--- config.mk ---
export PLATFORM = sky130hd
export DESIGN_NAME = frame_rom_arbiter
export DESIGN_NICKNAME = d
export VERILOG_FILES = /design/src/rtl/frame_rom_arbiter.sv
export SDC_FILE = /design/constraint.sdc
export NUM_CORES = 1
export LEC_CHECK = 0
export BUFFER_PORTS_ARGS = -buffer_cell sky130_fd_sc_hd__buf_4
export CAP_MARGIN = 20
export CORE_MARGIN = 2
export CORE_UTILIZATION = 30
export CTS_BUF_LIST = sky130_fd_sc_hd__clkbuf_8
export DETAILED_ROUTE_END_ITERATION = 8
export GPL_TIMING_DRIVEN = 0
export PLACE_DENSITY_LB_ADDON = 0.3
export SLEW_MARGIN = 20
export SYNTH_ARGS = -nofsm -noshare
export SYNTH_HDL_FRONTEND = slang
export SYNTH_SLANG_ARGS = --single-unit
--- constraint.sdc ---
create_clock -name i_clk -period 3.35 [get_ports i_clk]
set_clock_uncertainty 0.05 [all_clocks]
set_input_delay 0.5025 -clock i_clk [delete_from_list [all_inputs] [get_ports i_clk]]
set_output_delay 0.5025 -clock i_clk [all_outputs]
set_load 0.01 [all_outputs]
--- src/rtl/frame_rom_arbiter.sv ---
// Shares one synchronous frame memory between VGA scanout and a game-logic probe port.
// Display has fixed priority; responses come back through a 3-stage pipeline with palette lookup.
module frame_rom_arbiter #(
    parameter int HORIZONTAL   = 320,
    parameter int VERTICAL     = 240,
    parameter int PIXEL_BITS   = 3,
    parameter int STARVE_LIMIT = 64
) (
    input  logic                  i_clk,
    input  logic                  i_rst_n,
    input  logic                  i_disp_req,
    input  logic [9:0]            i_disp_x,
    input  logic [8:0]            i_disp_y,
    output logic                  o_disp_valid,
    output logic [23:0]           o_disp_rgb,
    input  logic                  i_probe_valid,
    output logic                  o_probe_ready,
    input  logic [9:0]            i_probe_x,
    input  logic [8:0]            i_probe_y,
    output logic                  o_probe_rvalid,
    output logic [PIXEL_BITS-1:0] o_probe_label,
    output logic [23:0]           o_probe_rgb,
    output logic                  o_probe_starved,
    input  logic                  i_pal_we,
    input  logic [PIXEL_BITS-1:0] i_pal_idx,
    input  logic [23:0]           i_pal_data,
    output logic [16:0]           o_mem_addr,
    input  logic [PIXEL_BITS-1:0] i_mem_label
);
    localparam int         NPAL  = 1 << PIXEL_BITS;
    localparam int         SCW   = $clog2(STARVE_LIMIT + 1);
    localparam logic [9:0] X_LIM = 10'(2 * HORIZONTAL);
    localparam logic [8:0] Y_LIM = 9'(2 * VERTICAL);

    logic                  probe_acc, req_v, req_disp, req_oor;
    logic [9:0]            sel_x;
    logic [8:0]            sel_y;
    logic [16:0]           addr_d;
    logic [2:1]            vld_q, disp_q, oor_q;
    logic [16:0]           mem_addr_q;
    logic                  disp_valid_q, probe_rvalid_q;
    logic [23:0]           disp_rgb_q, probe_rgb_q;
    logic [PIXEL_BITS-1:0] probe_label_q;
    logic [NPAL-1:0][23:0] pal_q;
    logic [SCW-1:0]        starve_q, starve_d;
    logic [PIXEL_BITS-1:0] s3_label;
    logic [23:0]           s3_rgb;

    // Stage 0: display always wins the slot; the stored frame is 2x upscaled.
    assign o_probe_ready = !i_disp_req;
    assign probe_acc     = i_probe_valid && o_probe_ready;
    assign req_v         = i_disp_req || probe_acc;
    assign req_disp      = i_disp_req;
    assign sel_x         = i_disp_req ? i_disp_x : i_probe_x;
    assign sel_y         = i_disp_req ? i_disp_y : i_probe_y;
    assign req_oor       = (sel_x >= X_LIM) || (sel_y >= Y_LIM);
    assign addr_d        = 17'(sel_y[8:1]) * 17'(HORIZONTAL) + 17'(sel_x[9:1]);

    // Out-of-range requests keep their slot but are forced to black label 0.
    assign s3_label = oor_q[2] ? '0 : i_mem_label;
    assign s3_rgb   = oor_q[2] ? '0 : pal_q[i_mem_label];

    always_ff @(posedge i_clk or negedge i_rst_n) begin
        if (!i_rst_n) begin
            vld_q          <= '0;
            disp_q         <= '0;
            oor_q          <= '0;
            mem_addr_q     <= '0;
            disp_valid_q   <= 1'b0;
            probe_rvalid_q <= 1'b0;
            disp_rgb_q     <= '0;
            probe_rgb_q    <= '0;
            probe_label_q  <= '0;
        end else begin
            vld_q          <= {vld_q[1], req_v};
            disp_q         <= {disp_q[1], req_disp};
            oor_q          <= {oor_q[1], req_oor};
            if (req_v)
                mem_addr_q <= req_oor ? '0 : addr_d;
            disp_valid_q   <= vld_q[2] && disp_q[2];
            probe_rvalid_q <= vld_q[2] && !disp_q[2];
            if (vld_q[2] && disp_q[2])
                disp_rgb_q <= s3_rgb;
            if (vld_q[2] && !disp_q[2]) begin
                probe_label_q <= s3_label;
                probe_rgb_q   <= s3_rgb;
            end
        end
    end

    // Palette reads in the write cycle see the old entry; reset restores a grey ramp.
    always_ff @(posedge i_clk or negedge i_rst_n) begin
        if (!i_rst_n) begin
            for (int k = 0; k < NPAL; k++)
                pal_q[k] <= {3{8'(k * 36)}};
        end else if (i_pal_we) begin
            pal_q[i_pal_idx] <= i_pal_data;
        end
    end

    always_comb begin
        starve_d = '0;
        if (i_probe_valid && !o_probe_ready)
            starve_d = (starve_q == SCW'(STARVE_LIMIT)) ? starve_q : starve_q + 1'b1;
    end

    always_ff @(posedge i_clk or negedge i_rst_n) begin
        if (!i_rst_n) starve_q <= '0;
        else          starve_q <= starve_d;
    end

    assign o_probe_starved = (starve_q == SCW'(STARVE_LIMIT));
    assign o_mem_addr      = mem_addr_q;
    assign o_disp_valid    = disp_valid_q;
    assign o_disp_rgb      = disp_rgb_q;
    assign o_probe_rvalid  = probe_rvalid_q;
    assign o_probe_label   = probe_label_q;
    assign o_probe_rgb     = probe_rgb_q;
endmodule

## Word level (Yosys, flattened, before mapping)

Cells that the tools add are included.

| storage, ports and cells | value |
|---|---|
| flip-flop bits (word level) | 275 |
| input port bits | 73 |
| output and inout bits | 72 |
| word-level logic and storage cells | 49 |

| cells by class | value |
|---|---|
| add/sub/neg operators | 2 |
| multiply operators | 1 |
| $lt $le $gt $ge | 5 |
| equality and inequality tests | 2 |
| muxes and demuxes | 12 |
| reduce and logical (&&, ||, !) cells | 9 |

Operators with widths:

| cell | number |
|---|---|
| 192-bit bitwise mux | 1 |
| 24-bit binary-select mux with 3-bit select | 1 |
| 24-bit demux with 3-bit select | 1 |
| 24-bit two-way mux | 3 |
| 17-bit by 9-bit adder with 17-bit output | 1 |
| 17-bit two-way mux | 1 |
| 7-bit two-way mux | 2 |
| 8-bit by 3-bit multiplier with 11-bit output (second input constant) | 1 |
| 10-bit greater-or-equal comparator (second input constant) | 1 |
| 10-bit two-way mux | 1 |
| 9-bit greater-or-equal comparator (second input constant) | 1 |
| 9-bit two-way mux | 1 |
| 3-bit by 4-bit less-than comparator with 1-bit output (second input constant) | 2 |
| 7-bit by 1-bit adder with 7-bit output (second input constant) | 1 |
| 7-bit equality test (second input constant) | 1 |
| 1-bit logical AND | 5 |
| 3-bit by 1-bit greater-or-equal comparator with 1-bit output (second input constant) | 1 |
| 3-bit two-way mux | 1 |
| 1-bit zero test | 2 |
| 1-bit logical OR | 2 |
| 2-bit != test (second input constant) | 1 |

## Longest topological paths before layout

Gate-level depths: netlist of the first run.

| depth | value |
|---|---|
| word-level depth | 5 |
| gate-level depth with buffers | 12 |
| gate-level depth less buffers | 10 |

## Worst setup path after synthesis of the first run

Ideal clock, no wire load.

| timing | value |
|---|---|
| path kind | input port to flip-flop |
| start | input i_disp_req |
| end | register mem_addr_q[15], in the netlist o_mem_addr[15] |
| setup time | 121 ps |
| arrival | 3495 ps |
| data required time | 3179 ps |
| slack | -316 ps |
| stages on the path | 11 |
| path buffers | 2 |
| cell sequence | buf_2 > buf_1 > mux2_2 > ha_1 > ha_1 > fa_1 > xor2_1 > or3b_4 > nor4_4 > xnor2_1 > a22o_1 |

| on the way | value |
|---|---|
| longest elaborated chain between the ends | 4 |
| elaborated cells on any way between the ends | 11 |
| those cells by class | add/sub (1); mul (1); order compare (2); mux (3); reduce/logical (4) |

RTL lines:

| what | line | RTL |
|---|---|---|
| start: declaration | 11 | `input logic i_disp_req,` |
| 9-bit two-way mux / 10-bit two-way mux (equally long branches) | 55, 54 |  |
| 8-bit by 3-bit multiplier with 11-bit output (tied with other cells) | 57 | `assign addr_d = 17'(sel_y[8:1]) * 17'(HORIZONTAL) + 17'(sel_x[9:1]);` |
| 17-bit by 9-bit adder with 17-bit output / 1-bit logical OR (equally long branches) | 57, 56 |  |
| 17-bit two-way mux | 79 | `mem_addr_q <= req_oor ? '0 : addr_d;` |
| end signal: assignment | 79 |  |
| end: declaration | 40 | `logic [16:0] mem_addr_q;` |

Several ways; a longest one is shown, not always the timed one.
A chain may end at the register's enable or synchronous reset.

## Worst setup path after layout of the first run

| timing | value |
|---|---|
| start | input i_disp_req |
| end | register mem_addr_q[16], in the netlist o_mem_addr[16] |

Same word-level chain as after synthesis.

==> run metrics, run 1 <==
outcome=complete, no violations; Worst path slowest cell=nor4_1; antenna viol nets, final=0; Crit Path Class=in -> reg; Setup Viol. Count Final=0; vias post-DR=7,901; simple-gate portion of the synthesized area=4.817%; Area contributors post-synth=dfrtp_1 (40%), mux2_2 (19%), dfstp_2 (15%); CTS HTree Levels=2; Worst Path Buf+Inv=3; Die H=209.3 µm; number of flops mapped to enable cells by yosys=0; Critical Path End Type=flip-flop; Final period util=94.04%; Yosys cell types=50; fillers=4,012; Sinks on Clock Net=275; DRT iter0 DRCs=354; clk_lat worst skew=0.59 ns; ys flop type=dfrtp_1; top-area cell type share of the netlist area=40.16%; Synth Area in Compound Gates=4.204%; gr usage total=14.58%; gp weighted congestion=0.7241; Mapped Area=12,650 µm²; Synth Area in XOR/XNOR=0.9693%; crit-path most repeated cell=buf_4; Syn Inst Count=869; Worst VDD drop=239.7 µV; ANT cells=0; #FFs+latches synth=275; total wire length=31,450 µm; global-route wire length before repair=48,790 µm; vias in the first global route=8,216; setup TNS=0 ns; leak pwr=6.722 nW; ys async rst share=100.0%; Yosys top cell by area=dfrtp_1; max-slew violations=0; initial core utilization=30.29%; RSZ-0062 raised after global routing=false; Final nets=1,150; die area=43,820 µm²; syn_area_per_cell=14.56 µm²; post-synthesis mux area share=30.65%; wire length per cell=19.21 µm; Commonest cells post-synth=mux2_2 (215), dfrtp_1 (203), dfstp_2 (72); initial antenna violation count=3; Root Driver=clkbuf_8; layout cell share with drive strength beyond 1=52.00%; CP Data Arrival Time=3.62 ns; Rows=75; non-filler cells, final=1,637; die width=209.3 µm; Ys Warns=0; max_cap viols=0; TritonRoute pass-1 iters=4; Critical Path Start Type=input port; grt ovf=0; most common cell in the netlist=mux2_2; Max stage delay on crit path=0.51 ns; worst slew pin tran=1.054 ns; Syn Nets=961; Core Region=41,760 µm²; TritonCTS clock tree=yes; max_slew headroom=29.16%; vias per inst=4.827; Post-route DRC=0; HP Class=in -> reg; largest net degree at the start of global routing=78; WP data required=3.82 ns; Ports=145; crit-path cells=buf_4 -> buf_4 -> buf_6 -> mux2_4 -> ha_1 -> ha_2 -> fa_1 -> a211oi_2 -> o22ai_1 -> nor4_1 -> nand3_1 -> nor3_1 -> a211o_1; highest clock rate=0.3174 GHz; Placed Cells=1,544; Clock Tree Buf Depth=3; clk slew on worst S/H paths=0.05 ns; CP delay by family, top=adder cells; synthesis-to-layout area growth=21.77%; crit path max fanout=10; P per Cell Area=623.2 nW/µm²; largest family of logic cells by synthesized area=multiplexers; IO Port Bufs=133; dpl hpwl=21,370 µm; adder-cell share of the synthesized area=1.998%; Hold Violations, Final=0; # Post-CTS Setup Buffers=0; sequential fraction of the synthesis area=55.11%; fin crit period=3.150 ns; cts bufs inserted=49
## worst paths after layout
path	depth (start not counted)	slack, ns	from	to
worst max-delay path	13	0.20	i_disp_req	o_mem_addr[16]
worst min-delay path	3	0.12	i_disp_x[5]	o_mem_addr[4]
worst max register to register	3	1.21	disp_q[2]	o_probe_rgb[1]
worst min register to register	0	0.30	oor_q[1]	oor_q[2]
max in group asynchronous	4	1.68	i_rst_n	pal_q[167]
min in group asynchronous	2	0.45	i_rst_n	pal_q[10]
## what timing repair did
action                    4_1_cts  5_1_grt
gates resized for setup         0        0
hold buffers                    2        0
hold endpoints to repair       66        0
## cells by family after synthesis
family	Yosys count
AO/OA/AOI/OAI	73
XOR/XNOR	14
AND/OR/NAND/NOR	124
flip-flops	275
adder cells (fa/ha/maj)	19
multiplexers	299
buffers and inverters	65
## where the power goes
part / total [mW] / switching (mW) / leakage, nW / internal (mW)
clock network: 3.00 / 1.38 / 0.580 / 1.61
logic: 2.09 / 0.910 / 2.87 / 1.18
registers: 4.52 / 0.352 / 3.27 / 4.16
## area by class of cell
type	count	area, µm²	share of cell area, %
Tap cell	539	674.4	4.378
Buffer	55	256.5	1.665
Timing Repair Buffer	138	1109	7.197
Sequential cell	275	6972	45.26
Clock buffer	60	825.8	5.361
Multi-Input combinational cell	529	5400	35.06
Inverter	10	37.54	0.2437
Clock inverter	31	128.9	0.8367
## flip-flops by register name (all words and copies together) (netlist names)
signal and flops:
pal_q 192, o_disp_rgb 24, o_probe_rgb 24, o_mem_addr 17, starve_q 7, o_probe_label 3
disp_q 2, oor_q 2, vld_q 2, o_disp_valid 1, o_probe_rvalid 1
## routing by layer
metal  share of wire (%)  vias up  GRT usage (%)
met5                0.13        -              0
met2                  46      194          23.00
met3                 5.7       58          3.741
met1                  46     4058          19.82
li1                    -     3585              -
met4                 1.9        6          4.310
## cell usage in the layout, fill, tap and decap left out, types with 4 or more instances in the layout
cell      synthesis  layout
ha_1             17      16
clkbuf_8          0      60
clkbuf_1         28      28
mux2_1           12      12
nand3_1          12      12
a22o_1            4       4
nor2_1           37      37
xnor2_1           7       7
inv_1             9      34
a31oi_1           6       6
nand2_1          41      41
dfstp_2          72      72
xor2_1            7       7
clkinv_2          0       4
buf_4             1     134
o21ai_0           6       6
mux4_2           48      48
o31ai_1          27      27
buf_2            17      16
mux2i_1          24      24
dfrtp_1         203     203
nor2b_1           8       8
o21ai_1          10      10
mux2_2          215     214
o21bai_1          4       4
buf_1             7       6
## metrics by stage
| stage | util [%] | hold slack [ns] | setup WS, ns | instance area [µm²] | power (mW) |
|---|---|---|---|---|---|
| after floorplan | - | 0.1569 | 0.01390 | 12670 | 5.824 |
| after global placement | 34.34 | 0.2895 | -0.6848 | 14340 | 6.607 |
| after detailed placement | 34.55 | 0.2879 | -0.3993 | 14430 | 6.690 |
| after CTS | 36.89 | 0.07026 | 0.2420 | 15400 | 9.752 |
| after global routing | 36.89 | 0.1012 | 0.1100 | 15400 | 10.14 |
| final | 36.89 | 0.1165 | 0.1995 | 15400 | 9.599 |
## tightest hold or removal path: stages
cell and delay [ns]:
buf_4 0.08, nand3_1 0.06, o21ai_1 0.07
No activity file was read; power rests on OpenSTA's default activity.
==> run 2, diff against run 1 <==
Settings changed: REMOVE_ABC_BUFFERS from default to 1.
Clock period 3.35 ns to 3.4 ns, I/O delays scaled along.
==> run 2 against run 1 <==
  * Critical path depth shrank 2
  * Wire length shrank 5.4%
  * Critical endpoint unchanged
  * Highest routed layer unchanged
  * Sequential share of layout area down 0.87 points
  * Cell count decreased by 1.3%
  * Via count is 2.1% lower
  * Cell area increased by 2.0%
  * Register-to-register slack better by 0.43 ns
  * Die area did not move
==> run metrics, run 2 (synthesized netlist as in run 1, its figures left out) <==
outcome=complete, no violations; gr usage total=13.96% (-0.62 points); Hold Violations, Final=0 (unchanged); dpl hpwl=19,210 µm (-10%); met2 wire len=13,630 µm (-6.2%); P_int=7.246 mW (+4.2%); commonest cells after routing, fill and taps aside=mux2_2 (215), dfrtp_1 (202), buf_4 (142); worst slew pin tran=0.8260 ns (-0.2284 ns); Worst VDD drop=317.6 µV (+33%); Crit Path Class=in -> reg; grt ovf=0 (unchanged); Rows=75 (unchanged); vias per inst=4.791 (-0.74%); FF-to-FF path depth=4 (+1); layout cell share with drive strength beyond 1=55.87% (+3.9 points); clk slew on worst S/H paths=0.06 ns (about the same); TritonCTS clock tree=yes; highest clock rate=0.3255 GHz; PostCTS Resize Cnt=0 (unchanged); WP data required=3.88 ns (+0.06 ns); crit path max fanout=30 (+20); Core Region=41,760 µm² (unchanged); switching fraction of total power=26.71% (-0.86 points); fin util=37.61% (+0.73 points); DR top layer=met5; Critical Path End Type=flip-flop; CP Data Arrival Time=3.55 ns (-0.07 ns); die area=43,820 µm² (unchanged); total power=9.887 mW (+3.0%); P per Cell Area=629.5 nW/µm² (+1.0%); Die H=209.3 µm (unchanged); Hold WS=0.09936 ns (-0.01714 ns); Flop pwr share=45.0% (-2.0 points); clk_lat worst skew=0.63 ns (+0.04 ns); cts bufs inserted=50 (+2.0%); gp weighted congestion=0.7714 (+6.5%); max_cap viols=0 (unchanged); fin crit period=3.072 ns; Setup Viol. Count Final=0 (unchanged); global-route wire length before repair=47,400 µm (-2.8%); Placed Cells=1,519 (-1.6%); die width=209.3 µm (unchanged); logic gate share of total power=20.3% (-1.4 points); max FFs per register=192 (unchanged); synthesis-to-layout area growth=24.17%; vias post-DR=7,737 (-2.1%); fillers=4,019 (+0.17%); Clock Tree Buf Depth=3 (unchanged); max_slew headroom=44.87% (+16 points); vias in the first global route=8,196 (-0.24%); antenna viol nets, final=0 (unchanged); most common cell after layout, fill and taps aside=mux2_2; initial core utilization=30.29% (unchanged); DRT iter0 DRCs=417 (+18%); IO Port Bufs=140 (+5.3%); Hold EP=o_mem_addr[3]; total wire length=29,760 µm (-5.4%); sw power=2.641 mW (-0.20%); leak pwr=6.835 nW (+1.7%); Root Driver=clkbuf_8; Final period util=90.36%; Sinks on Clock Net=275 (unchanged); wire length per cell=18.43 µm (-4.1%); Top reg by flops=pal_q; initial antenna violation count=3 (unchanged); Worst Hold Path Cells=3 (unchanged); CTS HTree Levels=2 (unchanged); Clock power frac=34.6% (+3.4 points); worst hold start=i_disp_x[4]; max-slew violations=0 (unchanged); RSZ-0062 raised after global routing=false; TritonRoute pass-1 iters=4 (unchanged); Met3 Wirelength=1718 µm (-4.1%); Ports=145 (unchanged); Critical Path Start Type=input port; worst flop-to-flop path startpoint=pal_q[102]; R2R Setup Slk=1.64 ns (+0.43 ns); Post-route DRC=0 (unchanged); Final nets=1,125 (-2.2%); HP Class=in -> reg; largest net degree at the start of global routing=98 (+26%); non-filler cells, final=1,615 (-1.3%); setup TNS=0 ns (unchanged); FF-to-FF End=o_probe_rgb[6]; met1 WL=13,630 µm (-5.9%)
[run 2: changes by cell type in the layout (fill, tap and decap cells not counted), moves of 6 or more]
cell | previous run | this run
inv_1 | 34 | 20
buf_4 | 134 | 142
clkbuf_1 | 28 | 0
clkbuf_8 | 60 | 73
buf_1 | 6 | 0
buf_8 | 1 | 10
buf_2 | 16 | 0
buf_6 | 3 | 10
[run 2: per-stage QoR]
stage                     worst slack, ns  cell area [µm²]
after global routing               0.1023            15700
final                              0.3277            15710
after detailed placement          -0.2663            14550
after floorplan                    0.2777            12400
after CTS                          0.3906            15700
after global placement             -1.555            14130
[run 2: worst max-delay path by stage]
stage / start / cells past startpoint / slack [ns] / to
final: i_disp_req / 11 / 0.33 / o_mem_addr[16]
after detailed placement: i_disp_req / 11 / -0.27 / o_mem_addr[16]
after global routing: i_disp_req / 11 / 0.10 / o_mem_addr[16]
after global placement: i_pal_idx[2] / 3 / -1.55 / pal_q[38]
after CTS: i_disp_req / 11 / 0.39 / o_mem_addr[16]
after floorplan: i_disp_req / 9 / 0.28 / o_mem_addr[15]
[run 2: area by class of cell]
type	instances	area, µm²	area share [%]
well taps	539	674.4	4.293
flip-flops and latches	275	6973	44.39
diodes	2	5.005	0.03186
clock buffers	73	1005	6.396
inverters	10	37.54	0.2390
repair buffers	167	1441	9.176
multi-input cells	529	5435	34.60
clock inverters	20	136.4	0.8682
[run 2: per-layer routing]
| metal | up-vias | global-route usage [%] |
|---|---|---|
| met5 | - | 0 |
| met4 | 4 | 5.394 |
| met3 | 57 | 3.696 |
| met2 | 191 | 21.97 |
| met1 | 3946 | 18.44 |
| li1 | 3539 | - |
[run 2: worst max-delay path, stage by stage]
cell and delay, ns:
buf_4 0.29, mux2_2 0.43, ha_1 0.30, ha_1 0.24
fa_1 0.42, a211oi_2 0.31, o22ai_1 0.13, nor4_1 0.46
nand3_1 0.13, nor3_1 0.18, a211o_1 0.12
[run 2: timing repair]
item	CTS	global route
setup buffers	0	0
hold buffers	1	0
endpoints found under the hold margin	71	0
[run 2: power groups by stage]
stage / combinational (mW) / clock, mW / sequential, mW
after floorplan: 1.19 / 0 / 4.49
after global placement: 1.97 / 0 / 4.48
after detailed placement: 2.04 / 0 / 4.51
after CTS: 2.05 / 3.57 / 4.46
after global routing: 2.21 / 3.72 / 4.54
final: 2.01 / 3.42 / 4.45
